`config.mk`:
```
export PLATFORM = sky130hd
export DESIGN_NAME = uart_param_core
export DESIGN_NICKNAME = d
export VERILOG_FILES = /design/src/rtl/uart_pkg.sv /design/src/rtl/uart_param_core_baud_tick.sv /design/src/rtl/uart_param_core.sv
export SDC_FILE = /design/constraint.sdc
export NUM_CORES = 1
export LEC_CHECK = 0
export CELL_PAD_IN_SITES_DETAIL_PLACEMENT = 1
export CELL_PAD_IN_SITES_GLOBAL_PLACEMENT = 2
export CORE_MARGIN = 8
export CORE_UTILIZATION = 34
export CTS_CLUSTER_SIZE = 10
export DETAILED_ROUTE_END_ITERATION = 10
export PLACE_DENSITY_LB_ADDON = 0.1
export SLEW_MARGIN = 0
export SYNTH_ARGS = -nofsm -noshare
export SYNTH_HDL_FRONTEND = slang
export SYNTH_HIERARCHICAL = 1
export SYNTH_SLANG_ARGS = --single-unit
```
`constraint.sdc`:
```
create_clock -name clk -period 2.95 [get_ports clk]
set_input_delay 0.59 -clock clk [delete_from_list [all_inputs] [get_ports clk]]
set_output_delay 0.59 -clock clk [all_outputs]
set_load 0.01 [all_outputs]
```
`src/rtl/uart_pkg.sv`:
```
`default_nettype none
// +----------------------------------------------------------------------------+
// | Module      : uart_pkg                                                     |
// | Description : Shared definitions for the parameterised UART core:         |
// |               parity-mode constants, TX/RX FSM state types and the        |
// |               parity-bit helper used by both directions.                  |
// | Ports       : none (package)                                               |
// | Revision    : 1.0 - initial release                                       |
// +----------------------------------------------------------------------------+
package uart_pkg;

  localparam int PAR_NONE = 0;
  localparam int PAR_ODD  = 1;
  localparam int PAR_EVEN = 2;

  // TX_WAIT holds an accepted byte until the next oversample tick.
  typedef enum logic [2:0] {
    TX_IDLE   = 3'd0,
    TX_WAIT   = 3'd1,
    TX_START  = 3'd2,
    TX_DATA   = 3'd3,
    TX_PARITY = 3'd4,
    TX_STOP   = 3'd5
  } tx_state_t;

  typedef enum logic [2:0] {
    RX_IDLE   = 3'd0,
    RX_START  = 3'd1,
    RX_DATA   = 3'd2,
    RX_PARITY = 3'd3,
    RX_STOP   = 3'd4
  } rx_state_t;

  // Parity bit over the data bits only. Callers zero-extend narrower data
  // to 9 bits; the extra zeros do not change the XOR.
  function automatic logic calc_parity(input logic [8:0] data, input int par);
    logic x;
    x = ^data;
    return (par == PAR_ODD) ? ~x : x;
  endfunction

endpackage
`default_nettype wire

```
`src/rtl/uart_param_core_baud_tick.sv`:
```
`default_nettype none
// +----------------------------------------------------------------------------+
// | Module      : uart_baud_tick                                               |
// | Description : Reload down-counter producing a 1-clk oversample tick every  |
// |               i_baud_div+1 clock cycles. i_baud_div is sampled only on     |
// |               reload. The tick is a clock enable, not a clock.             |
// | Ports       : clk, reset (sync, active high), i_baud_div [DIV_W], o_tick   |
// | Revision    : 1.0 - initial release                                       |
// +----------------------------------------------------------------------------+
module uart_baud_tick #(
  parameter int DIV_W = 16
) (
  input  logic             clk,
  input  logic             reset,
  input  logic [DIV_W-1:0] i_baud_div,
  output logic             o_tick
);

  logic [DIV_W-1:0] r_cnt;
  logic             w_reload;

  // Counter at zero is the tick cycle; reset leaves it at zero so the first
  // tick appears right after reset.
  assign w_reload = (r_cnt == '0);
  assign o_tick   = w_reload;

  always_ff @(posedge clk) begin
    if (reset) begin
      r_cnt <= '0;
    end else if (w_reload) begin
      r_cnt <= i_baud_div;
    end else begin
      r_cnt <= r_cnt - 1'b1;
    end
  end

endmodule
`default_nettype wire

```
`src/rtl/uart_param_core.sv`:
```
`default_nettype none
// +----------------------------------------------------------------------------+
// | Module      : uart_param_core                                              |
// | Description : Single-clock UART transceiver, runtime baud divisor,        |
// |               compile-time frame format (DATA_BITS 5..9, PARITY            |
// |               none/odd/even, STOP_BITS 1/2, OVER 8/16 oversampling).       |
// | Ports       : clk, reset (sync, active high), baud_div, tx_data, tx_valid, |
// |               tx_ready, txd, rxd, rx_data, rx_valid, rx_ready,             |
// |               parity_error, stop_error, overrun                            |
// |               [loopback when UART_LOOPBACK_EN is defined]                  |
// | Config      : UART_LOOPBACK_EN - adds loopback input; RX fed from the      |
// |               internal TX bit and txd held high while loopback=1.          |
// | Revision    : 1.0 - initial release                                       |
// +----------------------------------------------------------------------------+
module uart_param_core
  import uart_pkg::*;
#(
  parameter int DATA_BITS = 8,
  parameter int PARITY    = 0,
  parameter int STOP_BITS = 1,
  parameter int OVER      = 16,
  parameter int DIV_W     = 16
) (
  input  logic                 clk,
  input  logic                 reset,
`ifdef UART_LOOPBACK_EN
  input  logic                 loopback,
`endif
  input  logic [DIV_W-1:0]     baud_div,
  input  logic [DATA_BITS-1:0] tx_data,
  input  logic                 tx_valid,
  output logic                 tx_ready,
  output logic                 txd,
  input  logic                 rxd,
  output logic [DATA_BITS-1:0] rx_data,
  output logic                 rx_valid,
  input  logic                 rx_ready,
  output logic                 parity_error,
  output logic                 stop_error,
  output logic                 overrun
);

  localparam int          PH_W      = $clog2(OVER);
  localparam int          BIT_W     = 4;
  localparam logic [PH_W-1:0] c_PH_LAST = PH_W'(OVER - 1);
  localparam logic [PH_W-1:0] c_PH_HALF = PH_W'(OVER / 2 - 1);
  localparam logic [BIT_W-1:0] c_BIT_LAST = BIT_W'(DATA_BITS - 1);
  localparam logic        c_STOP_LAST = 1'(STOP_BITS - 1);

  logic w_tick;

  uart_baud_tick #(
    .DIV_W (DIV_W)
  ) u_baud_tick (
    .clk        (clk),
    .reset      (reset),
    .i_baud_div (baud_div),
    .o_tick     (w_tick)
  );

  // ---------------------------------------------------------------- TX ----
  tx_state_t            r_tx_state;
  logic [PH_W-1:0]      r_tx_phase;
  logic [BIT_W-1:0]     r_tx_bit;
  logic                 r_tx_stop;
  logic [DATA_BITS-1:0] r_tx_shift;
  logic                 r_tx_par;
  logic                 r_txd;
  logic                 r_tx_ready;
  logic                 w_tx_bit_end;

  assign w_tx_bit_end = w_tick && (r_tx_phase == c_PH_LAST);
  assign tx_ready     = r_tx_ready;

  always_ff @(posedge clk) begin
    if (reset) begin
      r_tx_state <= TX_IDLE;
      r_tx_phase <= '0;
      r_tx_bit   <= '0;
      r_tx_stop  <= 1'b0;
      r_tx_shift <= '0;
      r_tx_par   <= 1'b0;
      r_txd      <= 1'b1;
      r_tx_ready <= 1'b1;
    end else begin
      // Phase advances on every tick while a bit is on the line.
      if (w_tick && (r_tx_state != TX_IDLE) && (r_tx_state != TX_WAIT)) begin
        r_tx_phase <= w_tx_bit_end ? '0 : r_tx_phase + 1'b1;
      end
      case (r_tx_state)
        TX_IDLE: begin
          if (tx_valid && r_tx_ready) begin
            r_tx_shift <= tx_data;
            r_tx_par   <= calc_parity(9'(tx_data), PARITY);
            r_tx_ready <= 1'b0;
            r_tx_phase <= '0;
            // A tick in the acceptance cycle starts the frame immediately.
            if (w_tick) begin
              r_txd      <= 1'b0;
              r_tx_state <= TX_START;
            end else begin
              r_tx_state <= TX_WAIT;
            end
          end
        end
        TX_WAIT: begin
          if (w_tick) begin
            r_txd      <= 1'b0;
            r_tx_state <= TX_START;
          end
        end
        TX_START: begin
          if (w_tx_bit_end) begin
            r_txd      <= r_tx_shift[0];
            r_tx_shift <= r_tx_shift >> 1;
            r_tx_bit   <= '0;
            r_tx_state <= TX_DATA;
          end
        end
        TX_DATA: begin
          if (w_tx_bit_end) begin
            if (r_tx_bit == c_BIT_LAST) begin
              if (PARITY != PAR_NONE) begin
                r_txd      <= r_tx_par;
                r_tx_state <= TX_PARITY;
              end else begin
                r_txd      <= 1'b1;
                r_tx_stop  <= 1'b0;
                r_tx_state <= TX_STOP;
              end
            end else begin
              r_tx_bit   <= r_tx_bit + 1'b1;
              r_txd      <= r_tx_shift[0];
              r_tx_shift <= r_tx_shift >> 1;
            end
          end
        end
        TX_PARITY: begin
          if (w_tx_bit_end) begin
            r_txd      <= 1'b1;
            r_tx_stop  <= 1'b0;
            r_tx_state <= TX_STOP;
          end
        end
        TX_STOP: begin
          if (w_tx_bit_end) begin
            if (r_tx_stop == c_STOP_LAST) begin
              r_tx_ready <= 1'b1;
              r_tx_state <= TX_IDLE;
            end else begin
              r_tx_stop <= 1'b1;
            end
          end
        end
        default: begin
          r_txd      <= 1'b1;
          r_tx_ready <= 1'b1;
          r_tx_state <= TX_IDLE;
        end
      endcase
    end
  end

  // ------------------------------------------------------ line routing ----
  logic w_rx_in;

`ifdef UART_LOOPBACK_EN
  assign w_rx_in = loopback ? r_txd : rxd;
  assign txd     = loopback ? 1'b1 : r_txd;
`else
  assign w_rx_in = rxd;
  assign txd     = r_txd;
`endif

  // ---------------------------------------------------------------- RX ----
  logic                 r_sync1;
  logic                 r_sync2;
  logic                 r_rx_prev;
  logic                 w_rx_fall;
  rx_state_t            r_rx_state;
  logic [PH_W-1:0]      r_rx_phase;
  logic [BIT_W-1:0]     r_rx_bit;
  logic [DATA_BITS-1:0] r_rx_shift;
  logic                 r_rx_par;
  logic [DATA_BITS-1:0] r_rx_data;
  logic                 r_rx_valid;
  logic                 r_perr;
  logic                 r_serr;
  logic                 r_ovr;
  logic                 w_rx_bit_end;

  assign w_rx_fall    = r_rx_prev && !r_sync2;
  assign w_rx_bit_end = w_tick && (r_rx_phase == c_PH_LAST);

  assign rx_data      = r_rx_data;
  assign rx_valid     = r_rx_valid;
  assign parity_error = r_perr;
  assign stop_error   = r_serr;
  assign overrun      = r_ovr;

  // Synchroniser flops reset high so a reset never looks like a start bit.
  always_ff @(posedge clk) begin
    if (reset) begin
      r_sync1   <= 1'b1;
      r_sync2   <= 1'b1;
      r_rx_prev <= 1'b1;
    end else begin
      r_sync1   <= w_rx_in;
      r_sync2   <= r_sync1;
      r_rx_prev <= r_sync2;
    end
  end

  always_ff @(posedge clk) begin
    if (reset) begin
      r_rx_state <= RX_IDLE;
      r_rx_phase <= '0;
      r_rx_bit   <= '0;
      r_rx_shift <= '0;
      r_rx_par   <= 1'b0;
      r_rx_data  <= '0;
      r_rx_valid <= 1'b0;
      r_perr     <= 1'b0;
      r_serr     <= 1'b0;
      r_ovr      <= 1'b0;
    end else begin
      // Consumption; a completion below in the same cycle takes priority.
      if (r_rx_valid && rx_ready) begin
        r_rx_valid <= 1'b0;
      end
      if (w_tick && (r_rx_state != RX_IDLE)) begin
        r_rx_phase <= (r_rx_phase == c_PH_LAST) ? '0 : r_rx_phase + 1'b1;
      end
      case (r_rx_state)
        RX_IDLE: begin
          if (w_rx_fall) begin
            r_rx_phase <= '0;
            r_rx_state <= RX_START;
          end
        end
        RX_START: begin
          // Mid-start check; from here on phase wraps at mid-bit.
          if (w_tick && (r_rx_phase == c_PH_HALF)) begin
            r_rx_phase <= '0;
            r_rx_bit   <= '0;
            r_rx_state <= r_sync2 ? RX_IDLE : RX_DATA;
          end
        end
        RX_DATA: begin
          if (w_rx_bit_end) begin
            r_rx_shift <= {r_sync2, r_rx_shift[DATA_BITS-1:1]};
            if (r_rx_bit == c_BIT_LAST) begin
              r_rx_state <= (PARITY != PAR_NONE) ? RX_PARITY : RX_STOP;
            end else begin
              r_rx_bit <= r_rx_bit + 1'b1;
            end
          end
        end
        RX_PARITY: begin
          if (w_rx_bit_end) begin
            r_rx_par   <= r_sync2;
            r_rx_state <= RX_STOP;
          end
        end
        RX_STOP: begin
          // Completion on the first stop-bit sample; errored frames are
          // still presented.
          if (w_rx_bit_end) begin
            r_rx_data  <= r_rx_shift;
            r_perr     <= (PARITY != PAR_NONE) &&
                          (calc_parity(9'(r_rx_shift), PARITY) != r_rx_par);
            r_serr     <= !r_sync2;
            r_rx_valid <= 1'b1;
            if (r_rx_valid && !rx_ready) begin
              r_ovr <= 1'b1;
            end
            r_rx_state <= RX_IDLE;
          end
        end
        default: begin
          r_rx_state <= RX_IDLE;
        end
      endcase
    end
  end

endmodule
`default_nettype wire

```
==> impl_summary.md <==
Outcome
The flow ran to the end, and the final reports show no timing, DRC or antenna violations.

Critical path
In this run the worst path has a maximum fanout of 16. The worst setup path category is reg -> reg. The worst setup path is captured at a register. The cell family with the largest share of critical-path delay is simple AND/OR/NAND/NOR gates. The startpoint class of the critical path is a register. The most critical setup path has its startpoint at u_baud_tick/r_cnt[0]. The worst reg2reg path startpoint is u_baud_tick/r_cnt[0].

The delay of the slowest critical-path stage is 0.49 ns. The worst reg2reg path depth is 8. The critical path goes through inv_1 -> ha_1 -> nor4b_1 -> and4_2 -> and4_1 -> a32oi_1 -> or3_1 -> a21oi_1. The buffers plus inverters on the worst setup path is 1. For the worst setup path, the data required time is 3.22 ns. The number of cells on the critical path is 8. For the worst setup path, the data arrival time is 3.00 ns. The slowest stage of the critical path belongs to the cell sky130_fd_sc_hd__or3_1.

Placement
The weighted congestion at the end of routability-driven global placement is 0.728. Before CTS, the worst setup slack after placement is 0.189 ns. The count of buffers inserted at the top-level ports is 41.

The post-placement cell area is 3950 µm². After legalization and detailed placement, the total HPWL measured 6000 µm.

Timing
The share of the clock period used by the worst path after layout is 0.925. Measured against its own limit, the worst slew margin works out to 0.268. The final hold violation count was 0.

Setup repair after global routing left no endpoint under its margin. Setup violations remaining at the end of the flow were counted as 0. The count of final max-slew check failures was 0. For the final routed database, the setup TNS stands at 0 ns. The maximum operating frequency is 0.367 GHz. The final period demand of the worst path is 2.73 ns.

The setup slack of the critical path after layout is 0.222 ns. Hold timing on the final database bottoms out at a slack of 0.417 ns. The final clock skew is 0.0129 ns. For the pin with the worst max-slew slack, the measured transition is 1.10 ns.

Routing
The total detailed-routing wirelength is 8490 µm. The mean routed wirelength per cell is 15.1 µm. After detailed routing, the number of vias per cell comes to 5.15. After detailed routing, the number of remaining DRC violations is 0.

The detailed router's first-iteration violation count is 111. The final antenna-violating net count is 0. The first TritonRoute pass finished after 4 iterations. The via total after detailed routing is 2,895.

Layout
The total non-filler cell area in the finished layout is 4200 µm². The fraction of final layout cells with drive strength greater than 1 is 0.0979. In the final layout, the multi-input gates occupy 1890 µm².

For this run, the post-layout net count is 459. The number of fill cells in the layout is 1,156. Leaving out fill and tap cells, the most frequent cell in the layout is sky130_fd_sc_hd__dfxtp_1. Summing all flip-flop and latch instances after layout gives 1400 µm². The area added between synthesis and finish is 22.7%. The number of antenna repair diodes is 0. The top cell types in the final layout, fill and taps aside, are 70 x sky130_fd_sc_hd__dfxtp_1, 48 x sky130_fd_sc_hd__nor2_1, 40 x sky130_fd_sc_hd__clkdlybuf4s50_1, 25 x sky130_fd_sc_hd__mux2i_1, 24 x sky130_fd_sc_hd__a21oi_1.

CTS
The depth of the CTS H-tree is 3. The post-CTS repair timing setup buffer count is 0. Clock-pin slew was measured on the worst setup and hold paths at 0.08 ns.

Counting every sink on the clock net gives 70. The later pin in the worst-skew pair is clocked with a latency of 0.35 ns. The CTS tree is done. In this run the clock root is driven by a sky130_fd_sc_hd__clkbuf_8. In this run, post-CTS hold repair placed 0 buffers. Buffers inserted during clock tree synthesis total 9.

The number of buffers between clock root and the deepest sink is 2. Gates resized during post-CTS repair numbered 0.

Floorplan
The number of rows in the core area is 36. The effective utilization at floorplan is 0.350. The die is 116 µm tall. The number of placed I/O pins is 43. The overall die area is 13,500 µm². In this run the horizontal extent of the chip is 116 µm. After floorplanning, the core was sized to cover 9770 µm².

Global routing
For this run, global-route usage on met1 was measured as 0.169. The met2 track utilization from global routing is 0.214. The number of antenna violations at the first check in global routing came to 0. The first-pass GRT wire length is 14,700 µm.

met2 is the most crowded layer. The pin count of the biggest net entering global routing is 55. The number of global-route vias before repair is 3,078. For this run, the total global-route usage over all layers was measured as 0.135. The met3 demand-to-capacity share in global routing is 0.0455. The residual overflow from global routing is 0.

Synthesis
The share of the synthesized area in the top cell type is 0.409. After synthesis the netlist holds a flip-flop and latch count of 70. The cell area after technology mapping is 3420 µm². The sequential area share after synthesis is 0.409. The synthesized netlist net count is 420. The number of instances in the synthesized netlist is 385. Counting flops with an async set or reset pin after synthesis yields a share of 0.

In the synthesized netlist the dominant register cell turns out to be sky130_fd_sc_hd__dfxtp_1. A synthesized cell averages 8.89 µm². The post-synthesis cell type count is 60. The Yosys warning count is 6.

The number of enable-type register cells in the synthesized netlist is 0. After synthesis, the cell types taking the most area are sky130_fd_sc_hd__dfxtp_1 41%, sky130_fd_sc_hd__mux2i_1 7.3%, sky130_fd_sc_hd__nor2_1 5.3%. The cell type with the largest total area after synthesis is sky130_fd_sc_hd__dfxtp_1.

Flow run
The tool flagged a number of max-cap violations equal to 0.

Min path
The worst min-delay path startpoint is r_sync1. Along the worst hold path, the cell count comes to 1. The tightest min-delay check is of the reg -> reg type.

Power
The power density over cell area is 754 nW/µm². Summed over all cells, the static leakage comes to 1.57 nW. VDD sags by at most 0.326 mV. The post-layout total power is 3.17 mW.
## per-stage QoR
stage | util | std cells
after floorplan | - | 385
after global placement | 0.405 | 546
final | 0.430 | 562
after detailed placement | 0.405 | 546
after CTS | 0.430 | 562
after global routing | 0.430 | 562
## flip-flops by register name, summed over array words and instances, names as in the netlist, 3 cells and up
register	flops
r_rx_bit	4
r_rx_phase	4
r_rx_shift	8
r_rx_state	3
r_tx_bit	4
r_tx_phase	4
r_tx_shift	8
r_tx_state	3
rx_data	8
u_baud_tick/r_cnt	16
## per-layer routing
| metal | up-vias | wire (µm) |
|---|---|---|
| li1 | 1474 | - |
| met1 | 1383 | 4210 |
| met2 | 30 | 3880 |
| met4 | 0 | 98 |
| met3 | 8 | 296 |
| met5 | - | 0 |
## Yosys cell counts, types with 8 or more instances
cell type	count
sky130_fd_sc_hd__a211oi_1	12
sky130_fd_sc_hd__a21oi_1	24
sky130_fd_sc_hd__clkbuf_1	11
sky130_fd_sc_hd__dfxtp_1	70
sky130_fd_sc_hd__inv_1	8
sky130_fd_sc_hd__mux2i_1	25
sky130_fd_sc_hd__nand2_1	21
sky130_fd_sc_hd__nor2_1	48
sky130_fd_sc_hd__nor3_1	9
sky130_fd_sc_hd__o21ai_0	18
sky130_fd_sc_hd__or3_1	12
sky130_fd_sc_hd__xor2_1	9
## report_power, final
part | total (mW) | switching, mW | internal (mW) | leakage (nW)
clock | 0.962 | 0.396 | 0.566 | 0.124
sequential | 1.23 | 0.154 | 1.07 | 0.569
combinational | 0.975 | 0.528 | 0.446 | 0.876
total | 3.17 | 1.08 | 2.09 | 1.57
## logic make-up (layout without fill, tap and decap cells)
kind of cell             Yosys count  after routing  share of synthesized area
flip-flops                        70             70                      0.409
adder cells (fa/ha/maj)            6              6                     0.0219
multiplexers                      26             26                     0.0764
XOR/XNOR                          15             15                     0.0384
other                              1              1                    0.00110
buffers and inverters             29             73                     0.0387
AO/OA/AOI/OAI                     88             88                      0.170
AND/OR/NAND/NOR                  150            150                      0.245
## area by class of cell
type | count | area share
clock buffers | 9 | 0.0295
multi-input cells | 286 | 0.450
well taps | 133 | 0.0396
flip-flops and latches | 70 | 0.334
inverters | 8 | 0.00715
repair buffers | 49 | 0.111
clock inverters | 7 | 0.0289
## worst paths after layout
check | end | slack (ns)
max | r_tx_shift[6] | 0.22
min | r_sync2 | 0.42
max reg2reg | r_tx_shift[6] | 0.22
min reg2reg | r_sync2 | 0.42
Note: power is estimated with default switching activity, not from simulation.
